$ cat src/rtl/rv32_fetch_stage.sv
// ---------------------------------------------------------------------------
// rv32_fetch_stage
//
// Instruction-fetch stage of the RV32I core. Owns the fetch PC, issues one
// instruction-memory read at a time and registers each returned word into the
// IF/ID register together with its PC and PC+4. Decode applies backpressure
// with stall_d, and execute redirects the PC with redirect/redirect_pc.
//
// Optional build macro: RV32_IF_MISALIGN_EN
//   defined   - a misaligned redirect target suppresses fetching and injects a
//               flagged NOP into IF/ID (misalign_d=1); fetch stays idle until
//               the next redirect.
//   undefined - misalign_d is tied 0 and redirect_pc[1:0] is forced to 0.
//
// Ports:
//   clk, reset                    rising-edge clock, async active-high reset
//   imem_req/imem_addr            fetch request and word-aligned byte address
//   imem_gnt                      request accepted this cycle
//   imem_rvalid/imem_rdata        returned instruction word
//   stall_d                       decode cannot accept a new instruction
//   redirect/redirect_pc          taken branch/jump and its target
//   instr_d/pc_d/pcplus4_d        IF/ID register contents
//   valid_d                       IF/ID holds a live instruction
//   misalign_d                    IF/ID entry came from a misaligned redirect
// ---------------------------------------------------------------------------
module rv32_fetch_stage #(
  parameter logic [31:0] RESET_PC  = 32'h0000_0000,
  parameter logic [31:0] NOP_INSTR = 32'h0000_0013
) (
  input  logic        clk,
  input  logic        reset,
  output logic        imem_req,
  output logic [31:0] imem_addr,
  input  logic        imem_gnt,
  input  logic        imem_rvalid,
  input  logic [31:0] imem_rdata,
  input  logic        stall_d,
  input  logic        redirect,
  input  logic [31:0] redirect_pc,
  output logic [31:0] instr_d,
  output logic [31:0] pc_d,
  output logic [31:0] pcplus4_d,
  output logic        valid_d,
  output logic        misalign_d
);

  typedef enum logic [2:0] {
    S_IDLE,
    S_REQ,
    S_WAIT,
    S_HOLD,
    S_DROP
  } state_t;

  state_t      state_q;
  logic        imem_req_q;
  logic [31:0] pc_f_q;
  logic [31:0] req_pc_q;
  logic [31:0] skid_instr_q;
  logic [31:0] skid_pc_q;
  logic [31:0] instr_q;
  logic [31:0] pc_id_q;
  logic [31:0] pcplus4_q;
  logic        valid_q;

  logic        slot_free;
  logic        consume;
  logic        halt;
  logic [31:0] redirect_target;

  // The IF/ID slot can take a new word if it is empty or being consumed now.
  assign slot_free = !valid_q || !stall_d;
  assign consume   = valid_q && !stall_d;

`ifdef RV32_IF_MISALIGN_EN
  logic misalign_q;
  logic halt_q;
  logic redirect_misaligned;

  assign redirect_target     = redirect_pc;
  assign redirect_misaligned = |redirect_pc[1:0];
  assign halt                = halt_q;
  assign misalign_d          = misalign_q;
`else
  assign redirect_target = redirect_pc & 32'hFFFF_FFFC;
  assign halt            = 1'b0;
  assign misalign_d      = 1'b0;
`endif

  assign imem_req  = imem_req_q;
  assign imem_addr = pc_f_q;
  assign instr_d   = instr_q;
  assign pc_d      = pc_id_q;
  assign pcplus4_d = pcplus4_q;
  assign valid_d   = valid_q;

  // Fetch FSM and IF/ID register. Later assignments in the same branch
  // override the consume defaults, so a load in the consuming cycle wins.
  always_ff @(posedge clk or posedge reset) begin
    if (reset) begin
      state_q      <= S_IDLE;
      imem_req_q   <= 1'b0;
      pc_f_q       <= RESET_PC;
      req_pc_q     <= 32'h0;
      skid_instr_q <= 32'h0;
      skid_pc_q    <= 32'h0;
      instr_q      <= NOP_INSTR;
      pc_id_q      <= 32'h0;
      pcplus4_q    <= 32'h0;
      valid_q      <= 1'b0;
`ifdef RV32_IF_MISALIGN_EN
      misalign_q   <= 1'b0;
      halt_q       <= 1'b0;
`endif
    end else if (redirect) begin
      pc_f_q       <= redirect_target;
      valid_q      <= 1'b0;
      instr_q      <= NOP_INSTR;
      skid_instr_q <= 32'h0;
      skid_pc_q    <= 32'h0;
`ifdef RV32_IF_MISALIGN_EN
      misalign_q   <= 1'b0;
      halt_q       <= 1'b0;
`endif
      // An outstanding read must still be absorbed unless it returns now.
      case (state_q)
        S_WAIT, S_DROP: begin
          if (imem_rvalid) begin
            state_q    <= S_REQ;
            imem_req_q <= 1'b1;
          end else begin
            state_q    <= S_DROP;
            imem_req_q <= 1'b0;
          end
        end
        default: begin
          state_q    <= S_REQ;
          imem_req_q <= 1'b1;
        end
      endcase
`ifdef RV32_IF_MISALIGN_EN
      // Misaligned target: no fetch, hand decode a flagged NOP and park.
      if (redirect_misaligned) begin
        instr_q    <= NOP_INSTR;
        pc_id_q    <= redirect_pc;
        pcplus4_q  <= redirect_pc + 32'd4;
        valid_q    <= 1'b1;
        misalign_q <= 1'b1;
        halt_q     <= 1'b1;
        state_q    <= S_IDLE;
        imem_req_q <= 1'b0;
      end
`endif
    end else begin
      if (consume) begin
        valid_q <= 1'b0;
        instr_q <= NOP_INSTR;
`ifdef RV32_IF_MISALIGN_EN
        misalign_q <= 1'b0;
`endif
      end

      case (state_q)
        S_IDLE: begin
          if (!halt) begin
            state_q    <= S_REQ;
            imem_req_q <= 1'b1;
          end
        end
        S_REQ: begin
          if (imem_gnt) begin
            req_pc_q   <= pc_f_q;
            pc_f_q     <= pc_f_q + 32'd4;
            state_q    <= S_WAIT;
            imem_req_q <= 1'b0;
          end
        end
        S_WAIT: begin
          if (imem_rvalid) begin
            if (slot_free) begin
              instr_q    <= imem_rdata;
              pc_id_q    <= req_pc_q;
              pcplus4_q  <= req_pc_q + 32'd4;
              valid_q    <= 1'b1;
              state_q    <= S_REQ;
              imem_req_q <= 1'b1;
            end else begin
              skid_instr_q <= imem_rdata;
              skid_pc_q    <= req_pc_q;
              state_q      <= S_HOLD;
            end
          end
        end
        S_HOLD: begin
          if (!stall_d) begin
            instr_q      <= skid_instr_q;
            pc_id_q      <= skid_pc_q;
            pcplus4_q    <= skid_pc_q + 32'd4;
            valid_q      <= 1'b1;
            skid_instr_q <= 32'h0;
            skid_pc_q    <= 32'h0;
            state_q      <= S_REQ;
            imem_req_q   <= 1'b1;
          end
        end
        S_DROP: begin
          if (imem_rvalid) begin
            state_q    <= S_REQ;
            imem_req_q <= 1'b1;
          end
        end
        default: begin
          state_q    <= S_IDLE;
          imem_req_q <= 1'b0;
        end
      endcase
    end
  end

endmodule
$ cat config.mk
export PLATFORM = sky130hd
export DESIGN_NAME = rv32_fetch_stage
export DESIGN_NICKNAME = d
export VERILOG_FILES = /design/src/rtl/rv32_fetch_stage.sv
export SDC_FILE = /design/constraint.sdc
export NUM_CORES = 1
export LEC_CHECK = 0
export ABC_AREA = 1
export CAP_MARGIN = 0
export CORE_AREA = 2 2 157 159
export CTS_BUF_LIST = sky130_fd_sc_hd__clkbuf_16
export DETAILED_ROUTE_END_ITERATION = 8
export DIE_AREA = 0 0 159 161
export PLACE_DENSITY = 0.88
export SLEW_MARGIN = 25
export SYNTH_ARGS = -nofsm -noshare
export SYNTH_HDL_FRONTEND = slang
export SYNTH_SLANG_ARGS = --single-unit
$ cat constraint.sdc
create_clock -name clk -period 8.29 [get_ports clk]
set_clock_uncertainty 0.15 [all_clocks]
set_input_delay 1.658 -clock clk [delete_from_list [all_inputs] [get_ports clk]]
set_output_delay 1.658 -clock clk [all_outputs]
set_load 0.05 [all_outputs]
==> impl_metrics.json <==
{
  "grt_pass1_vias": 10600,
  "finalSetupTns_ns": 0,
  "cts_buffer_depth": 3,
  "synthFlopType": "dfrtp_1",
  "tritoncts": "yes",
  "end_kind": "flip-flop",
  "grt.overflow.total": 0,
  "worst_slew_pin_slew_ns": 1.05,
  "p_per_area_nw_per_um2": 368,
  "synth-seq-area-share_pct": 49.0,
  "syn_avg_cell_area_um2": 7.85,
  "synth_edf_count": 0,
  "finalPower_mw": 5.16,
  "synth_warnings": 0,
  "start_util_pct": 47.1,
  "numCtsBuffers": 24,
  "setup-violations-final": 0,
  "wirelength_mm": 32.9,
  "status": "completed",
  "synth_cell_types": 48,
  "post-route-period-util_pct": 58.7,
  "rows": 57,
  "num_vias": 10900,
  "htreeDepth": 1,
  "ioPinCount": 201,
  "track_usage_pct": 25.1,
  "drive_gt1_share_pct": 6.45,
  "synthCells": 1437,
  "num_antenna_cells": 0,
  "maxSlewHeadroom_pct": 30.3,
  "critPathKind": "flip-flop to flip-flop",
  "syn-cell-area_um2": 11300,
  "period_minus_slack_ns": 4.87,
  "antenna_found_initial": 0,
  "nets": 1652,
  "drt_first_pass_iters": 6,
  "grt_max_degree": 141,
  "maxCapViolCount": 0,
  "cts_resized": 0,
  "grt_pass1_wl_mm": 53.6,
  "dpl.hpwl_mm": 21.8,
  "gp_congestion": 0.926,
  "drc": 0,
  "grt_setup_unrepaired": "no",
  "clk_pin_slew_worst_paths_ns": 0.06,
  "dieArea_um2": 25600,
  "utilization_pct": 58.6,
  "post-cts-setup-buffers": 0,
  "root_buffer": "clkbuf_16",
  "area_growth_pct": 24.4,
  "die_h_um": 161,
  "fmax_ghz": 0.206,
  "critPathLaunchType": "flip-flop",
  "wire_per_inst_um": 17.1,
  "synth_seq_cells": 221,
  "cellLeakagePower_nw": 6.24,
  "drtIter0Drc": 1200,
  "fillers": 2088,
  "core_um2": 24000,
  "drv_slew": 0,
  "ant_nets": 0,
  "required_ns": 8.54,
  "holdBufCountCts": 0,
  "die_x_um": 159,
  "critPathArrivalTime_ns": 5.12,
  "path_max_fanout": 68,
  "io_buffers": 195,
  "clk_latency_ns": 0.51,
  "hold_violations": 0,
  "vias_per_cell": 5.68,
  "synthArstFlopShare_pct": 100,
  "ir_drop_uv": 199,
  "clkSinkCount": 221,
  "hold_class": "flip-flop to flip-flop",
  "holdWs_ns": 0.324
}
[power by group]
group	internal [mW]	switching, mW
Combinational	0.720	1.74
Clock	0.572	0.426
Sequential	1.41	0.292
Total	2.70	2.46
[area by class of cell]
cell class | instances | area [um2] | share of cell area [%]
Tap cell | 324 | 405 | 2.89
Clock inverter | 18 | 101 | 0.722
Multi-Input combinational cell | 1022 | 4950 | 35.2
Sequential cell | 221 | 5530 | 39.4
Inverter | 109 | 422 | 3.00
Clock buffer | 25 | 626 | 4.46
Timing Repair Buffer | 202 | 2000 | 14.3
[worst max-delay path, cell delays in order (launching register included)]
cell and delay (ns):
dfrtp_1 1.01, nand3_4 0.89, nor2_1 1.04, o22ai_4 0.17
nor2_4 0.56, nand2_1 0.56, o21ai_0 0.37
[through the flow]
stage / instance area (um2) / worst slack [ns] / cells
after floorplan: 11300 / 0.438 / 1439
after global placement: 13300 / 3.35 / 1878
after detailed placement: 13300 / 3.35 / 1878
after CTS: 14000 / 3.51 / 1921
after global routing: 14000 / 3.15 / 1921
final: 14000 / 3.42 / 1921
[kinds of logic after synthesis]
kind of cell	Yosys count	synth area share (%)
AO/OA/AOI/OAI	274	13.9
buffers and inverters	196	7.40
multiplexers	2	0.200
other	1	0.0332
flip-flops	221	49.0
adder cells (fa/ha/maj)	2	0.222
XOR/XNOR	8	0.621
AND/OR/NAND/NOR	733	28.6
[final timing paths]
kind | slack [ns] | startpoint | cells past startpoint | end
worst max-delay path | 3.42 | state_q[0] | 6 | skid_pc_q[29]
worst min-delay path | 0.32 | req_pc_q[20] | 2 | req_pc_q[20]
worst max register to register | 3.42 | state_q[0] | 6 | skid_pc_q[29]
worst min register to register | 0.32 | req_pc_q[20] | 2 | req_pc_q[20]
max in group asynchronous | 5.26 | reset | 3 | pc_d[27]
min in group asynchronous | 1.50 | reset | 2 | pc_d[15]
[sequential cells by signal, summed over array words and instances, names as in the netlist, 3 cells and up]
| register | count |
|---|---|
| instr_d | 32 |
| pc_d | 31 |
| skid_instr_q | 32 |
| req_pc_q | 30 |
| imem_addr | 30 |
| state_q | 3 |
| pcplus4_d | 30 |
| skid_pc_q | 31 |
[metal layers]
layer | wire length, um | up-vias | global-route usage (%) | share of wire (%)
met5 | 0 | - | 0 | 0
met4 | 1080 | 0 | 9.26 | 3.3
met3 | 2860 | 82 | 3.98 | 8.7
met2 | 14900 | 568 | 39.4 | 45
met1 | 14100 | 5193 | 35.4 | 43
li1 | - | 5076 | - | -
[Yosys cell counts (2+ instances only)]
| library cell | n | area (um2) |
|---|---|---|
| xnor2_1 | 3 | 26.3 |
| o21ai_0 | 135 | 676 |
| o22ai_1 | 11 | 68.8 |
| ha_1 | 2 | 25.0 |
| o21ai_1 | 18 | 90.1 |
| a22oi_1 | 2 | 15.0 |
| nand3_1 | 148 | 741 |
| nor3_1 | 22 | 110 |
| dfstp_2 | 3 | 78.8 |
| inv_1 | 102 | 383 |
| nor2_2 | 8 | 50.1 |
| o21a_1 | 5 | 37.5 |
| nand4_1 | 29 | 181 |
| o211ai_1 | 18 | 135 |
| a221oi_1 | 9 | 78.8 |
| o311ai_0 | 6 | 52.6 |
| xor2_1 | 5 | 43.8 |
| mux2_2 | 2 | 22.5 |
| buf_2 | 30 | 150 |
| clkbuf_1 | 38 | 143 |
| o31ai_1 | 2 | 15.0 |
| inv_2 | 7 | 26.3 |
| a31oi_1 | 27 | 169 |
| or2_2 | 2 | 12.5 |
| buf_4 | 7 | 52.6 |
| a21oi_1 | 35 | 175 |
| nor2_4 | 9 | 101 |
| nand2_2 | 23 | 144 |
| dfrtp_1 | 218 | 5460 |
| o221ai_1 | 2 | 17.5 |
| nor2_1 | 92 | 345 |
| nand2_1 | 393 | 1480 |
| buf_1 | 9 | 33.8 |
[cells in the final DEF (no fill, tap or decap), drive strengths merged, types with 18 or more instances in the layout]
cell           count
nand4             29
nand2            416
a21oi             35
a31oi             27
inv              118
nor3              23
clkbuf            25
dfrtp            218
o211ai            18
clkdlybuf4s50    194
nor2             109
nand3            150
o21ai            153
No activity file was read; power rests on OpenSTA's default activity.
